## config.mk

```make
export PLATFORM = sky130hd
export DESIGN_NAME = pipelined_cla_addsub
export DESIGN_NICKNAME = d
export VERILOG_FILES = /design/src/rtl/pipelined_cla_addsub.sv
export SDC_FILE = /design/constraint.sdc
export NUM_CORES = 1
export LEC_CHECK = 0
export BUFFER_PORTS_ARGS = -buffer_cell sky130_fd_sc_hd__buf_4
export CAP_MARGIN = 25
export CORE_UTILIZATION = 30
export DETAILED_ROUTE_END_ITERATION = 8
export PLACE_DENSITY = 0.49
export SYNTH_ARGS = -nofsm -noshare
export SYNTH_HDL_FRONTEND = slang
export SYNTH_SLANG_ARGS = --single-unit
```

## constraint.sdc

```tcl
create_clock -name clock -period 19.6 [get_ports clock]
set_input_delay 3.92 -clock clock [delete_from_list [all_inputs] [get_ports clock]]
set_output_delay 3.92 -clock clock [all_outputs]
set_load 0.02 [all_outputs]
```

## src/rtl/pipelined_cla_addsub.sv

```systemverilog
// Pipelined carry-lookahead adder/subtractor with valid/ready flow control.
// The WIDTH-bit add is split into BLOCK-bit lookahead groups, resolved K groups per stage.
module pipelined_cla_addsub #(
    parameter int WIDTH  = 32,
    parameter int BLOCK  = 8,
    parameter int STAGES = 4
) (
    input  logic             clock,
    input  logic             reset,
    input  logic             in_valid,
    output logic             in_ready,
    input  logic [WIDTH-1:0] a,
    input  logic [WIDTH-1:0] b,
    input  logic             cin,
    input  logic             sub,
    output logic             out_valid,
    input  logic             out_ready,
    output logic [WIDTH-1:0] sum,
    output logic             cout,
    output logic             ovf,
    output logic             zero
);
    localparam int NBLK = WIDTH / BLOCK;
    localparam int K    = NBLK / STAGES;
    localparam int LAST = STAGES - 1;

    // Handshake: a beat moves on a side when valid & ready are both high at the
    // rising edge. The whole pipe advances together (adv), so in_ready = adv and
    // bubbles travel along with real beats rather than being squeezed out.
    logic adv;

    // Stage registers
    logic             v_q   [STAGES];
    logic [WIDTH-1:0] a_q   [STAGES];
    logic [WIDTH-1:0] b_q   [STAGES];
    logic [WIDTH-1:0] s_q   [STAGES];
    logic             c_q   [STAGES];
    logic             sub_q [STAGES];
    logic             ovf_q;
    logic             zero_q;

    // Per-stage inputs (stage 0 from ports, others from the previous register)
    logic [WIDTH-1:0] st_a   [STAGES];
    logic [WIDTH-1:0] st_b   [STAGES];
    logic [WIDTH-1:0] st_sum [STAGES];
    logic             st_c   [STAGES];
    logic             st_v   [STAGES];
    logic             st_sub [STAGES];

    // Per-stage results
    logic [WIDTH-1:0] nx_sum [STAGES];
    logic             nx_c   [STAGES];
    logic             ovf_nx;
    logic             zero_nx;

    // Lookahead temporaries
    logic [K-1:0] grp_g;
    logic [K-1:0] grp_p;
    logic [K:0]   grp_c;
    logic         term;
    logic         carry;
    logic         bit_g;
    logic         bit_p;

    function automatic int bit_pos(input int s, input int j, input int i);
        return (s * K + j) * BLOCK + i;
    endfunction

    assign out_valid = v_q[LAST];
    assign adv       = ~out_valid | out_ready;
    assign in_ready  = adv;
    assign sum       = s_q[LAST];
    assign cout      = c_q[LAST];
    assign ovf       = ovf_q;
    assign zero      = zero_q;

    // B is inverted once at entry so later stages only ever add.
    always_comb begin
        st_a[0]   = a;
        st_b[0]   = b ^ {WIDTH{sub}};
        st_sum[0] = '0;
        st_c[0]   = sub | cin;
        st_v[0]   = in_valid;
        st_sub[0] = sub;
        for (int s = 1; s < STAGES; s++) begin
            st_a[s]   = a_q[s-1];
            st_b[s]   = b_q[s-1];
            st_sum[s] = s_q[s-1];
            st_c[s]   = c_q[s-1];
            st_v[s]   = v_q[s-1];
            st_sub[s] = sub_q[s-1];
        end
    end

    always_comb begin
        grp_g = '0;
        grp_p = '0;
        grp_c = '0;
        term  = 1'b0;
        carry = 1'b0;
        bit_g = 1'b0;
        bit_p = 1'b0;
        for (int s = 0; s < STAGES; s++) begin
            nx_sum[s] = st_sum[s];
            // Group generate/propagate over this stage's groups
            for (int j = 0; j < K; j++) begin
                grp_g[j] = 1'b0;
                grp_p[j] = 1'b1;
                for (int i = 0; i < BLOCK; i++) begin
                    bit_g    = st_a[s][bit_pos(s, j, i)] & st_b[s][bit_pos(s, j, i)];
                    bit_p    = st_a[s][bit_pos(s, j, i)] ^ st_b[s][bit_pos(s, j, i)];
                    grp_g[j] = bit_g | (bit_p & grp_g[j]);
                    grp_p[j] = grp_p[j] & bit_p;
                end
            end
            // Flat sum-of-products group carries from the stage carry-in
            grp_c[0] = st_c[s];
            for (int j = 0; j < K; j++) begin
                term = st_c[s];
                for (int k = 0; k <= j; k++) term = term & grp_p[k];
                carry = term;
                for (int k = 0; k <= j; k++) begin
                    term = grp_g[k];
                    for (int m = k + 1; m <= j; m++) term = term & grp_p[m];
                    carry = carry | term;
                end
                grp_c[j+1] = carry;
            end
            // Sum bits inside each group from its lookahead carry
            for (int j = 0; j < K; j++) begin
                carry = grp_c[j];
                for (int i = 0; i < BLOCK; i++) begin
                    bit_g = st_a[s][bit_pos(s, j, i)] & st_b[s][bit_pos(s, j, i)];
                    bit_p = st_a[s][bit_pos(s, j, i)] ^ st_b[s][bit_pos(s, j, i)];
                    nx_sum[s][bit_pos(s, j, i)] = bit_p ^ carry;
                    carry = bit_g | (bit_p & carry);
                end
            end
            nx_c[s] = grp_c[K];
        end
        // Carry into the MSB is recovered as sum ^ a ^ b at that bit.
        ovf_nx  = nx_sum[LAST][WIDTH-1] ^ st_a[LAST][WIDTH-1] ^ st_b[LAST][WIDTH-1] ^ nx_c[LAST];
        zero_nx = ~|nx_sum[LAST];
    end

    // Data fields only load with a real beat, so outputs keep their last value across bubbles.
    always_ff @(posedge clock or posedge reset) begin
        if (reset) begin
            for (int s = 0; s < STAGES; s++) begin
                v_q[s]   <= 1'b0;
                a_q[s]   <= '0;
                b_q[s]   <= '0;
                s_q[s]   <= '0;
                c_q[s]   <= 1'b0;
                sub_q[s] <= 1'b0;
            end
            ovf_q  <= 1'b0;
            zero_q <= 1'b0;
        end else if (adv) begin
            for (int s = 0; s < STAGES; s++) begin
                v_q[s] <= st_v[s];
                if (st_v[s]) begin
                    a_q[s]   <= st_a[s];
                    b_q[s]   <= st_b[s];
                    s_q[s]   <= nx_sum[s];
                    c_q[s]   <= nx_c[s];
                    sub_q[s] <= st_sub[s];
                end
            end
            if (st_v[LAST]) begin
                ovf_q  <= ovf_nx;
                zero_q <= zero_nx;
            end
        end
    end
endmodule
```

==> out/results.tsv <==
metric	value	unit
yosys_warnings	0	
netlist.area_leader.share	52.2	%
postCtsSetupBuffers	0	
netlist_instances	629	
antenna_found_initial	0	
synth_area_leaders	dfrtp_1 52%, mux2_4 13%, mux2_2 6.3%, fa_1 6.3%, ha_1 4.5%	
synth_common_cells	186 x dfrtp_1, 75 x mux2_4, 50 x mux2_2	
rsz0062_at_grt	false	
cp_slowest_cell	nand2b_4	
path_cells	buf_4, nand2b_4, buf_4	
r2r-end	zero	
period_share	42.8	%
multiInputGateArea	3940	um^2
setup_viol	0	
io_pins	107	
netlist_area	8920	um^2
hold_violations	0	
track_usage	12.0	%
synth_fp_nets	759	
power_frac_clock	19.7	%
regToRegStartpoint	c_q[1]	
insertion_delay	0.43	ns
stdcell_area	10600	um^2
rows	62	
cp_max_fo	11	
syn_area_per_cell	14.2	um^2
reg2regPathDepth	12	
worst_setup_path_start_kind	input port	
drv_cap	0	
cts_tree	done	
fin_hold_ws	0.479	ns
hold_buffers	0	
critical_path_buf_inv_count	2	
path_class	input port to output pin	
dp_slack	11.20	ns
seq_area_frac_synth	52.2	%
yosysUniqueCellTypes	36	
use_met1	16.6	%
synth_top_cell_by_area	dfrtp_1	
min_delay_path_depth	2	
switching_share	34.4	%
cts_max_path_buffers	2	
ant_nets	0	
powerDensity	165	nW/um^2
fmax	119	MHz
async_flop_share	100	%
maxSlewViolCount	0	
cts-resized-gates	0	
cts_num_sinks	186	
cp_data_arrival_time	4.47	ns
drive_gt1_share	37.2	%
drc	0	
vias	4846	
io_buffers	106	
crit_family	buffers and inverters	
grt_pass1_wl	28400	um
yosysMostFrequentCell	dfrtp_1	
grt_pass1_vias	5115	
grt_util_met3	2.69	%
critPathMaxStageDelay	0.22	ns
cts_buffers	17	
worst_slew_pin_slew	0.954	ns
gr-usage-met2	18.7	%
seqCellArea	4650	um^2
drt-pass1-iter-count	4	
critPathRequiredTime	15.68	ns
p_switching	0.600	mW
dieArea	30400	um^2
grt-busiest-layer	met2	
fillCellCount	2869	
nNetsFinal	859	
power.total	1.74	mW
path_common_cell	buf_4	
ff2ff_setup_slack	15.42	ns
synth-edff-count	0	
grt_max_degree	128	
internal-power	1.14	mW
area_growth_syn_to_layout	18.6	%
wire_per_inst	15.0	um
vdd_drop_max	0.0000509	V
crit_path_end_kind	output pin	
hp-class	register to register	
p_seq_share	39.5	%
fin_util	36.5	%
skew	0.0113	ns
n_antenna_cell	0	
grt-ovfl-total	0	
avgViaCountPerCell	4.30	
hpwl	11500	um
die_h	174	um
fin_setup_tns	0	ns
cts_root_buffer	clkbuf_16	
yosys_register_bits	186	
dpl_cell_area	10000	um^2
htree_levels	4	
synthFlopType	dfrtp_1	
core-area	29000	um^2
hold_path_end	b_q[123]	
fin_cells	1126	
fp.dieW	174	um
outcome	finished clean	
post-place-cells	1094	
slew_headroom	36.4	%
place.gp.congestion	0.740	
leakage	4.99	nW
final.setup.worst_slack	11.21	ns
routed_wl	16900	um
worstHoldStart	b_q[123]	
min_period	8.39	ns
start_util	30.8	%
comb_power_share	40.8	%
clk_pin_slew_worst_paths	0.07	ns
drt-initial-drc-count	111	
==> registers in the layout (all words and copies together) (netlist names) <==
name	cells
a_q	48
b_q	48
c_q	3
cout	1
nx_sum	48
out_valid	1
ovf	1
st_v	3
sum	32
zero	1
==> placed cells by master (no fill, tap or decap), types with 3 or more instances in the layout <==
master	n
a211oi_2	3
a21o_1	5
a21oi_1	8
buf_4	108
clkbuf_16	17
clkinv_4	3
dfrtp_1	186
fa_1	28
ha_1	32
inv_1	30
inv_6	6
mux2_1	13
mux2_2	50
mux2_4	75
nand2_1	44
nand2_4	4
nand3_1	3
nor2_1	8
nor4_1	7
o21ai_0	49
xnor2_1	29
xor2_1	10
==> power groups by stage <==
| stage | Clock [mW] | Combinational [mW] | Sequential, mW |
|---|---|---|---|
| floorplan | 0 | 0.532 | 0.700 |
| global placement | 0 | 0.720 | 0.698 |
| detailed placement | 0 | 0.733 | 0.701 |
| CTS | 0.358 | 0.735 | 0.694 |
| global route | 0.372 | 0.802 | 0.716 |
| finish | 0.344 | 0.712 | 0.688 |
==> kinds of logic after synthesis <==
| group | share of synthesized area, % |
|---|---|
| muxes | 20.6 |
| and+or+nand+nor | 3.80 |
| xor gates and xnor gates | 3.83 |
| AOI/OAI and AO/OA | 5.09 |
| DFF | 52.2 |
| buffers and inverters | 3.80 |
| adders and majority gates | 10.8 |
==> worst max-delay path by stage <==
stage / start / end / slack, ns / depth (start not counted)
after floorplan: reset / a_q[104] / 10.62 / 1
after global placement: out_ready / in_ready / 11.20 / 3
after detailed placement: out_ready / in_ready / 11.20 / 3
after CTS: out_ready / in_ready / 11.20 / 3
after global routing: out_ready / in_ready / 11.19 / 3
final: out_ready / in_ready / 11.21 / 3
==> worst register-to-register path, stage by stage (launching register included) <==
cell     delay, ns
dfrtp_1       0.44
inv_1         0.10
fa_1          0.16
inv_1         0.05
fa_1          0.37
fa_1          0.39
fa_1          0.39
fa_1          0.39
fa_1          0.39
fa_1          0.46
nor4b_1       0.31
nand4_1       0.28
o41ai_2       0.36
==> final cells by class <==
cell class	instances	area share (%)
timing repair buffer	108	7.66
multi-input combinational	385	37.2
clock buffer	17	4.02
tap	384	4.54
sequential	186	44.0
clock inverter	15	1.48
inverter	31	1.17
==> routing by layer <==
layer  vias up  routed length (um)  part of all wire [%]
met2        65                7850                    46
met5         -                   0                     0
met4         0                 196                   1.2
li1       2375                   -                     -
met1      2391                8350                    49
met3        15                 489                   2.9
Power figures use the tool's default switching activity.
